`src/rtl/cpu_seq_ctrl.sv`:
```
// Multi-cycle fetch/decode/execute/writeback sequencer for the 4-bit mini processor.
// Drives register-bank selects and ALU opcode; adds start/halt, fetch timeout and a retired counter.
module cpu_seq_ctrl #(
  parameter int         ADDR_W     = 3,
  parameter logic [7:0] HALT_INSTR = 8'hFF,
  parameter int         MAX_WAIT   = 15
) (
  input  logic              clk,
  input  logic              reset,
  input  logic              start,
  output logic              imem_req,
  output logic [ADDR_W-1:0] imem_addr,
  input  logic              imem_ack,
  input  logic [7:0]        imem_rdata,
  output logic [1:0]        alu_op,
  output logic [1:0]        rd,
  output logic [1:0]        rs1,
  output logic [1:0]        rs2,
  output logic              rf_we,
  output logic [ADDR_W-1:0] pc,
  output logic              busy,
  output logic              halted,
  output logic              err_timeout,
  output logic [7:0]        retired,
  output logic [2:0]        dbg_state
);

  typedef enum logic [2:0] {
    S_IDLE      = 3'd0,
    S_FETCH     = 3'd1,
    S_DECODE    = 3'd2,
    S_EXECUTE   = 3'd3,
    S_WRITEBACK = 3'd4,
    S_HALT      = 3'd5,
    S_ERROR     = 3'd6
  } state_t;

  localparam logic [7:0] WAIT_LAST = 8'(MAX_WAIT - 1);

  state_t              state_q, state_d;
  logic [ADDR_W-1:0]   pc_q, pc_d;
  logic [7:0]          retired_q, retired_d;
  logic [7:0]          wait_q, wait_d;
  logic [7:0]          ir_q, ir_d;

  always_ff @(posedge clk or negedge reset) begin
    if (!reset) begin
      state_q   <= S_IDLE;
      pc_q      <= '0;
      retired_q <= '0;
      wait_q    <= '0;
      ir_q      <= '0;
    end else begin
      state_q   <= state_d;
      pc_q      <= pc_d;
      retired_q <= retired_d;
      wait_q    <= wait_d;
      ir_q      <= ir_d;
    end
  end

  always_comb begin
    state_d   = state_q;
    pc_d      = pc_q;
    retired_d = retired_q;
    wait_d    = wait_q;
    ir_d      = ir_q;
    case (state_q)
      S_IDLE, S_HALT, S_ERROR: begin
        if (start) begin
          pc_d      = '0;
          retired_d = '0;
          wait_d    = '0;
          state_d   = S_FETCH;
        end
      end
      // Fetch handshake: imem_req stays high with imem_addr stable until a cycle
      // in which imem_ack=1; that cycle transfers imem_rdata. imem_ack is ignored
      // whenever imem_req=0.
      S_FETCH: begin
        if (imem_ack) begin
          ir_d    = imem_rdata;
          wait_d  = '0;
          state_d = S_DECODE;
        end else begin
          wait_d = 8'(wait_q + 8'd1);
          if (wait_q == WAIT_LAST) state_d = S_ERROR;
        end
      end
      S_DECODE: state_d = (ir_q == HALT_INSTR) ? S_HALT : S_EXECUTE;
      S_EXECUTE: state_d = S_WRITEBACK;
      S_WRITEBACK: begin
        pc_d = pc_q + ADDR_W'(1);
        if (retired_q != 8'hFF) retired_d = 8'(retired_q + 8'd1);
        state_d = S_FETCH;
      end
      default: state_d = S_IDLE;
    endcase
  end

  // Outputs decode straight from state so rf_we falls the instant reset asserts.
  assign imem_req    = (state_q == S_FETCH);
  assign imem_addr   = pc_q;
  assign rf_we       = (state_q == S_WRITEBACK);
  assign busy        = (state_q == S_FETCH) || (state_q == S_DECODE) ||
                       (state_q == S_EXECUTE) || (state_q == S_WRITEBACK);
  assign halted      = (state_q == S_HALT);
  assign err_timeout = (state_q == S_ERROR);
  assign alu_op      = ir_q[7:6];
  assign rd          = ir_q[5:4];
  assign rs1         = ir_q[3:2];
  assign rs2         = ir_q[1:0];
  assign pc          = pc_q;
  assign retired     = retired_q;
  assign dbg_state   = state_q;

endmodule

```
`config.mk`:
```
export PLATFORM = sky130hd
export DESIGN_NAME = cpu_seq_ctrl
export DESIGN_NICKNAME = d
export VERILOG_FILES = /design/src/rtl/cpu_seq_ctrl.sv
export SDC_FILE = /design/constraint.sdc
export NUM_CORES = 1
export LEC_CHECK = 0
export CORE_UTILIZATION = 50
export CTS_CLUSTER_SIZE = 24
export DETAILED_ROUTE_END_ITERATION = 10
export PLACE_DENSITY_LB_ADDON = 0.08
export SLEW_MARGIN = 20
export SYNTH_ARGS = -nofsm -noshare
export SYNTH_HDL_FRONTEND = slang
export SYNTH_SLANG_ARGS = --single-unit
```
`constraint.sdc`:
```
create_clock -name clk -period 2.7 [get_ports clk]
set_input_delay 0.675 -clock clk [delete_from_list [all_inputs] [get_ports clk]]
set_output_delay 0.675 -clock clk [all_outputs]
set_load 0.01 [all_outputs]
```
==> results.py <==
metrics = {
    "detailed_routing": {
        "viasPerCell": 5.66,
        "first_iter_violations": 90,
        "drc": 0,
        "totalWireLength_mm": 3.75,
        "antenna_left": 0,
        "firstDrtPassIters": 4,
        "wl_per_cell_um": 14.5,
        "via_count": 1461,
    },
    "grt": {
        "globalRouteTotalUtil_pct": 23.9,
        "grt.busiest_layer": "met2",
        "grt_use_met2_pct": 39.7,
        "first_global_vias": 1396,
        "grt_use_met1_pct": 29.0,
        "grt-ovfl-total": 0,
        "grt_pass1_wl_mm": 6.24,
        "use_met3_pct": 4.98,
        "grt_max_degree": 31,
        "antenna_found_initial": 0,
    },
    "clock_network": {
        "numClockSinks": 30,
        "clkTransAtPathRegs_ns": 0.10,
        "cts_setup_buffers": 0,
        "clock_latency_ns": 0.34,
        "cts_root_buf": "clkbuf_4",
        "cts_tree": "built",
        "post_cts_resized": 0,
        "cts_inserted_buffers": 5,
        "postCtsHoldBufs": 0,
        "cts-htree-levels": 2,
        "cts.path.max_buffers": 2,
    },
    "setup_path": {
        "crit_buf_inv": 2,
        "cp_num_cells": 4,
        "crit_type": "reg -> out",
        "crit_required_ns": 2.03,
        "cp_slowest_cell": "clkdlybuf4s50_1",
        "critPathTopFamily": "buffers and inverters",
        "start_kind": "flop",
        "cp.arrival_ns": 1.89,
        "crit_path_end_kind": "output pin",
        "crit_path_max_incr_delay_ns": 0.54,
        "cp_cell_sequence": "nor2_1 -> nand2_1 -> inv_1 -> clkdlybuf4s50_1",
        "ff2ff_path_depth": 6,
        "path_max_fanout": 8,
    },
    "finish": {
        "seq_area_um2": 751,
        "finalNonFillerCells": 258,
        "stdcell_area_um2": 2170,
        "multi_input_area_um2": 820,
        "drive_gt1_share_pct": 12.6,
        "final_util_pct": 70.0,
        "fillCellCount": 276,
        "antennaDiodeCount": 0,
        "area_growth_pct": 29.9,
        "nets": 230,
    },
    "logic_synthesis": {
        "syn_inst": 170,
        "synth-simple-area-share_pct": 20.0,
        "synth_top_area_share_pct": 44.9,
        "synthArstFlopShare_pct": 100,
        "synth_commonest_cells": "dfrtp_1, o21ai_0, nand2_1, nor2_1, nand3_1",
        "synth_compound_area_share_pct": 17.9,
        "ys.flop_type": "dfrtp_1",
        "synth_seq_area_share_pct": 44.9,
        "synth_adder_area_share_pct": 2.99,
        "synth-seq-cells": 30,
        "synth-xor-area-share_pct": 1.57,
        "synth_warnings": 0,
        "yosys-top-cells-area": "dfrtp_1, mux2_2, o21ai_0, nand3_1, nand2_1",
        "synth_top_family_by_area": "simple AND/OR/NAND/NOR gates",
        "syn_area_um2": 1670,
        "synthDistinctLibCells": 42,
        "synth_edf_count": 0,
        "synth_mux_area_share_pct": 6.58,
        "yosysTopAreaCell": "dfrtp_1",
        "yosysMostFrequentCell": "dfrtp_1",
        "syn_nets": 186,
        "syn_area_per_cell_um2": 9.84,
    },
    "power": {
        "peakVddDrop_v": 0.000663,
        "p_leak_nw": 0.920,
        "power_density_nw_per_um2": 987,
    },
    "flow_run": {
        "cap_violations": 0,
    },
    "floorplan": {
        "die_area_um2": 3580,
        "rows": 20,
        "io_pins": 42,
        "die_h_um": 59.8,
        "initial_core_util_pct": 53.9,
        "die_w_um": 59.8,
        "core_um2": 3100,
    },
    "timing": {
        "fmax_mhz": 389,
        "finalCriticalPeriod_ns": 2.57,
        "rsz0062_at_grt": "no",
        "setup_tns_ns": 0,
        "setup_viol": 0,
        "hold_slack_ns": 0.507,
        "worst_pin_slew_ns": 0.580,
        "clock_skew_ns": 0.00794,
        "hold_viol_final": 0,
        "max_slew_margin_pct": 61.1,
        "maxSlewViolCount": 0,
        "min_period_over_period_pct": 95.1,
    },
    "worst_hold_path": {
        "hold_path_depth": 1,
        "hold_class": "reg -> reg",
    },
    "placed_design": {
        "gp_congestion": 0.820,
        "io_buffers": 41,
        "place_inst": 251,
        "placed_area_um2": 2090,
        "dpl.hpwl_mm": 2.65,
    },
    "status": {
        "status": "complete, no violations",
    },
}
[cell type report]
type / instances / area share [%]
Timing Repair Buffer: 46 / 20.6
Clock inverter: 1 / 1.38
Multi-Input combinational cell: 126 / 37.7
Tap cell: 44 / 2.53
Inverter: 5 / 0.864
Sequential cell: 30 / 34.5
Clock buffer: 6 / 2.36
[through the flow]
stage / power (mW) / setup slack [ns]
after floorplan: 1.36 / 0.877
after global placement: 1.74 / 0.508
after detailed placement: 1.77 / 0.418
after CTS: 2.16 / 0.126
after global routing: 2.29 / 0.0368
final: 2.15 / 0.132
[cell usage in the layout (no fill, tap or decap), drive strengths merged, types with 2 or more instances in the layout]
cell           count
ha                 4
nand2b             3
nor2b              3
nand2             15
nand4              4
mux2i              2
xnor2              2
o21ai             17
o31ai              3
inv                5
nand3             12
dfrtp             30
clkdlybuf4s50     41
a31oi              3
a22o               2
a41oi              2
o21bai             2
a21oi             11
nor3               2
buf                5
o22ai              2
and3               2
nor2              14
mux2               8
clkbuf             6
[cells by family after synthesis]
logic type,count (synthesis)
xor gates and xnor gates,3
buffers and inverters,14
DFF,30
muxes,10
adders and majority gates,4
and+or+nand+nor,62
AOI/OAI and AO/OA,47
[metal layers]
layer	up-vias	share of wire [%]	wire (um)
li1	702	-	-
met1	716	44	1670
met2	36	49	1850
met3	7	4.1	152
met4	0	2.1	80
met5	-	0	0
[worst paths after layout]
path	slack [ns]	end	startpoint
worst max-delay path	0.13	rf_we	dbg_state[1]
worst min-delay path	0.51	wait_q[7]	wait_q[7]
worst max register to register	0.87	wait_q[5]	dbg_state[2]
worst min register to register	0.51	wait_q[7]	wait_q[7]
max in group asynchronous	1.71	ir_q[2]	reset
min in group asynchronous	0.71	wait_q[1]	reset
[state kept, by name, summed over array words and instances, names as in the netlist]
register / cells
imem_addr: 3
wait_q: 8
dbg_state: 3
ir_q: 8
retired: 8
[report_power, final]
group          leakage [nW]  internal, mW  switching [mW]
registers             0.393         0.570           0.148
logic                 0.483         0.569           0.480
clock network        0.0443         0.215           0.163
Power figures use the tool's default switching activity.
==> variant 1 (same flow settings) <==
Set the parameter `ADDR_W` to 4 (it was 3).
--- a/src/rtl/cpu_seq_ctrl.sv
+++ b/src/rtl/cpu_seq_ctrl.sv
@@ -1,7 +1,7 @@
 // Multi-cycle fetch/decode/execute/writeback sequencer for the 4-bit mini processor.
 // Drives register-bank selects and ALU opcode; adds start/halt, fetch timeout and a retired counter.
 module cpu_seq_ctrl #(
-  parameter int         ADDR_W     = 3,
+  parameter int         ADDR_W     = 4,
   parameter logic [7:0] HALT_INSTR = 8'hFF,
   parameter int         MAX_WAIT   = 15
 ) (
Interface: changed (resized imem_addr and pc); port bits go from 42 to 44. No check against the original RTL was run, so the function may have changed too.
==> variant 1 against the original RTL <==
  * Setup slack got worse by 0.018 ns
  * Global-route usage decreased by 1.9 points
  * Via count grew 4.9%
  * Wire length up 6.4%
  * Core utilization down 1.8 points
  * Area after synthesis increased by 8.7%
  * Sequential cell count increased by 1
  * Total power down 0.53%
  * Design area is 7.2% higher
  * Largest cell class unchanged
==> variant 1: results (changes against the original RTL) <==
Synthesis
  – Distinct cell type count of the synthesized netlist: 47 (was 42)
  – Area contributors post-synth: sky130_fd_sc_hd__dfrtp_1 (43%), sky130_fd_sc_hd__mux2_4 (6.6%), sky130_fd_sc_hd__a21oi_1 (5.0%), sky130_fd_sc_hd__ha_1 (2.8%), sky130_fd_sc_hd__buf_6 (2.5%) (was sky130_fd_sc_hd__dfrtp_1 (45%), sky130_fd_sc_hd__mux2_2 (5.4%), sky130_fd_sc_hd__o21ai_0 (4.8%), sky130_fd_sc_hd__nand3_1 (3.6%), sky130_fd_sc_hd__nand2_1 (3.1%))
  – Synth Net Count: 188 (was 186)
  – Ranking of synthesized cells by instance count: sky130_fd_sc_hd__dfrtp_1 (31), sky130_fd_sc_hd__a21oi_1 (18), sky130_fd_sc_hd__inv_1 (9) (was sky130_fd_sc_hd__dfrtp_1 (30), sky130_fd_sc_hd__o21ai_0 (16), sky130_fd_sc_hd__nand2_1 (14), sky130_fd_sc_hd__nor2_1 (14), sky130_fd_sc_hd__nand3_1 (12))
  – Portion of the post-synthesis area used by sequential elements: 42.67% (was 44.88%)

Final layout
  – Number of antenna cells inserted: 0 (unchanged)
  – Nets@finish: 235 (was 230)
  – Share of layout cells above drive strength 1: 18.18% (was 12.62%)

Placed design
  – Cell area after placement: 2271 um2 (was 2092 um2)
  – Hpwl dp: 2887 um (was 2649 um)
  – Port Buf Inserts: 43 (was 41)
  – Final estimated routing congestion in global placement: 0.8209 (was 0.8202)

Status
  – Run status: complete, no violations (unchanged)

Global routing
  – Number of global-route vias before repair: 1411 (was 1396)
  – M3 GR Usage: 5.882% (was 4.978%)
  – Met1 global-route usage: 30.87% (was 28.99%)
  – Maximum number of pins on one net before global-route repair: 32 (was 31)
  – Global-route wire length before repair: 6679 um (was 6237 um)
  – GR Util All Layers: 22.04% (was 23.93%)
  – Met2 Track Usage GR: 33.24% (was 39.68%)

Power
  – Static Leak: 0.9946 nW (was 0.9203 nW)
  – Worst VDD drop: 0.5451 mV (was 0.6628 mV)

Clock network
  – Bufs on Longest Clock Path: 2 (unchanged)
  – Number of buffers inserted during clock tree synthesis: 5 (unchanged)

Worst setup path
  – Largest fanout on the critical path: 7 (was 8)
  – Max incr delay on CP: 0.59 ns (was 0.54 ns)
  – Slowest cell on the critical path: sky130_fd_sc_hd__clkdlybuf4s50_1 (unchanged)
  – CP arrival: 1.91 ns (was 1.89 ns)

Routing
  – Met3 wire length: 179 um (was 152 um)
  – DR WL met2: 1902 um (was 1854 um)
  – Routed WL: 3993 um (was 3752 um)
  – Mean number of vias per cell: 5.763 (was 5.663)
  – Initial detailed-routing violation count: 79 (was 90)
  – Number of detailed-route iterations in the first pass: 4 (unchanged)
  – Met1 routed wirelength after detailed routing: 1860 um (was 1665 um)

STA
  – Worst clock skew on the final layout: 0.01800 ns (was 0.007942 ns)
  – Transition time at the pin with the least slew margin: 1.016 ns (was 0.5802 ns)

Job
  – Number of max-capacitance violations reported: 0 (unchanged)
-- variant 1: changes by cell type after synthesis, moves of 3 or more --
cell                      delta
sky130_fd_sc_hd__a21oi_1     +8
sky130_fd_sc_hd__a31oi_1     +3
sky130_fd_sc_hd__buf_6       +3
sky130_fd_sc_hd__inv_1       +4
sky130_fd_sc_hd__mux2_2      -8
sky130_fd_sc_hd__mux2_4      +8
sky130_fd_sc_hd__nand2_1     -6
sky130_fd_sc_hd__nand3_1     -7
sky130_fd_sc_hd__nor2_1      -8
sky130_fd_sc_hd__nor2b_1     -3
sky130_fd_sc_hd__nor3_1      +3
sky130_fd_sc_hd__o21ai_0     -9
sky130_fd_sc_hd__o21ai_2     +4
-- variant 1: through the flow --
| stage | setup TNS (ns) | utilization (%) | hold slack, ns | instances | worst slack, ns |
|---|---|---|---|---|---|
| final | 0 | 68.21 | 0.5536 | 266 | 0.1137 |
| after global routing | -0.0004505 | 68.21 | 0.5737 | 266 | -0.0004505 |
| after CTS | 0 | 67.99 | 0.5557 | 266 | 0.03482 |
| after detailed placement | 0 | 66.48 | 0.5346 | 258 | 0.09941 |
| after global placement | 0 | 66.48 | 0.5085 | 258 | 0.1275 |
| after floorplan | 0 | - | 0.3794 | 172 | 0.8784 |
-- variant 1: repair_timing --
action / in CTS / in global routing
resized for setup: 1 / 2
cloned: 0 / 0
setup endpoints to repair: 1 / 1
-- variant 1: power breakdown --
group | leakage, nW | switching, mW | internal [mW] | total, mW
Clock | 0.0293 | 0.156 | 0.101 | 0.257
Combinational | 0.559 | 0.517 | 0.605 | 1.12
Sequential | 0.406 | 0.166 | 0.589 | 0.755
Total | 0.995 | 0.839 | 1.29 | 2.13
-- variant 1: kinds of logic after synthesis --
logic type / synth area share, %
xor gates and xnor gates: 1.446
adders and majority gates: 2.753
and+or+nand+nor: 19.34
buffers and inverters: 6.469
muxes: 7.158
DFF: 42.67
AOI/OAI and AO/OA: 20.17
-- variant 1: cell type report --
type	instances	area (um2)
Fill cell	274	1086
Tap cell	46	57.56
Inverter	10	37.54
Clock inverter	1	5.005
Clock buffer	7	45.04
Sequential cell	31	777.0
Multi-Input combinational cell	122	932.1
Timing Repair Buffer	49	475.5
-- variant 1: worst reg2reg max path: cells and delay by family (launching register included) --
family	cells	cell delay, ns
buf+inv	1	0.21
simple gates	1	0.06
flops	1	0.56
compound gates	3	1.28
-- variant 1: worst paths after layout --
kind                              start            to  slack [ns]  cells after the start
max                        dbg_state[0]      imem_req        0.11                      3
min                             ir_q[4]       ir_q[4]        0.55                      1
max reg2reg                dbg_state[2]    retired[1]        0.49                      5
min reg2reg                     ir_q[4]       ir_q[4]        0.55                      1
max in group asynchronous         reset  dbg_state[2]        1.66                      2
min in group asynchronous         reset     wait_q[5]        0.71                      2
==> variant 2 (config.mk and constraints unchanged) <==
Without the edit above. `ir_q` no longer has a reset.
--- a/src/rtl/cpu_seq_ctrl.sv
+++ b/src/rtl/cpu_seq_ctrl.sv
@@ -49,14 +49,16 @@
       pc_q      <= '0;
       retired_q <= '0;
       wait_q    <= '0;
-      ir_q      <= '0;
     end else begin
       state_q   <= state_d;
       pc_q      <= pc_d;
       retired_q <= retired_d;
       wait_q    <= wait_d;
-      ir_q      <= ir_d;
     end
+  end
+
+  always_ff @(posedge clk) begin
+    ir_q <= ir_d;
   end
 
   always_comb begin
Check against the original RTL: differs if reset is asserted again (counterexample within 4 cycles, from zero or initial values and one cycle with reset low); with reset held inactive, the same outputs for 10 cycles.
==> variant 2 against the original RTL <==
  * Sequential cell count unchanged
  * Hold slack better by 0.028 ns
  * Wire length fell by 4.2%
  * Setup slack improved by 0.012 ns
  * Design area shrank 2.8%
  * Sequential power down 6.1%
  * Via count shrank 7.1%
  * Area after synthesis down 5.5%
  * Fmax rose by 0.45%
  * Total power is 12% lower
==> variant 2: results (changes against the original RTL) <==
Final layout
  – Share of layout cells above drive strength 1: 10.89% (was 12.62%)
  – Nets@finish: 217 (was 230)
  – FILL cells: 253 (was 276)
  – Multi-input logic area: 706.9 um2 (was 819.5 um2)

Placed design
  – Pre-CTS WS: 0.4189 ns (was 0.4183 ns)
  – Hpwl dp: 2629 um (was 2649 um)

Synthesis
  – Ranking of synthesized cells by instance count: sky130_fd_sc_hd__dfrtp_1 (22), sky130_fd_sc_hd__o21ai_0 (15), sky130_fd_sc_hd__nand2_1 (14) (was sky130_fd_sc_hd__dfrtp_1 (30), sky130_fd_sc_hd__o21ai_0 (16), sky130_fd_sc_hd__nand2_1 (14), sky130_fd_sc_hd__nor2_1 (14), sky130_fd_sc_hd__nand3_1 (12))
  – Synth async-reset ratio: 73.33% (was 100.0%)
  – Distinct cell type count of the synthesized netlist: 41 (was 42)

Global routing
  – Maximum number of pins on one net before global-route repair: 23 (was 31)
  – Met2 Track Usage GR: 40.56% (was 39.68%)
  – Global-route wire length before repair: 5796 um (was 6237 um)

Worst setup path
  – Reg2Reg Capture Point: dbg_state[1] (was wait_q[5])
  – Worst reg2reg path startpoint: wait_q[0] (was dbg_state[2])
  – Worst Reg-to-Reg Cells: 7 (was 6)
  – Largest fanout on the critical path: 15 (was 8)

STA
  – Worst clock skew on the final layout: 0.009358 ns (was 0.007942 ns)

Routing
  – Overall via count from detail_route: 1357 (was 1461)
  – Number of detailed-route iterations in the first pass: 6 (was 4)
  – DR WL met2: 1859 um (was 1854 um)
  – Mean number of vias per cell: 5.516 (was 5.663)
  – Initial detailed-routing violation count: 79 (was 90)

Status
  – Run status: complete, no violations (unchanged)

Power
  – Worst VDD drop: 0.5123 mV (was 0.6628 mV)
  – Internal portion of total power: 1.193 mW (was 1.354 mW)
  – Sequential share of power: 35.9% (was 33.5%)
  – Static Leak: 0.8667 nW (was 0.9203 nW)
  – Power attributed to the clock group: 0.348 mW (was 0.378 mW)

Worst hold path
  – Critical hold path startpoint: wait_q[5] (was wait_q[7])
variant 2: changes by cell type in the layout (fill, tap and decap cells not counted), moves of 2 or more:
cell,unedited run,this run
sky130_fd_sc_hd__a21oi_1,10,12
sky130_fd_sc_hd__dfrtp_1,30,20
sky130_fd_sc_hd__nand3_1,12,9
sky130_fd_sc_hd__xor2_1,1,3
sky130_fd_sc_hd__mux2_2,8,1
sky130_fd_sc_hd__nor2b_1,3,1
sky130_fd_sc_hd__nor2_1,14,7
sky130_fd_sc_hd__dfrtp_2,0,2
sky130_fd_sc_hd__inv_1,5,7
sky130_fd_sc_hd__edfxtp_1,0,8
sky130_fd_sc_hd__o31ai_1,3,1
sky130_fd_sc_hd__and3_1,2,5
sky130_fd_sc_hd__clkbuf_1,0,2
variant 2: final cells by class:
class                   instances  area share (%)
multi-input cells             110           33.47
flip-flops and latches         30           37.56
clock inverters                 1           1.422
clock buffers                   7           2.133
repair buffers                 47           21.56
inverters                       7           1.244
well taps                      44           2.607
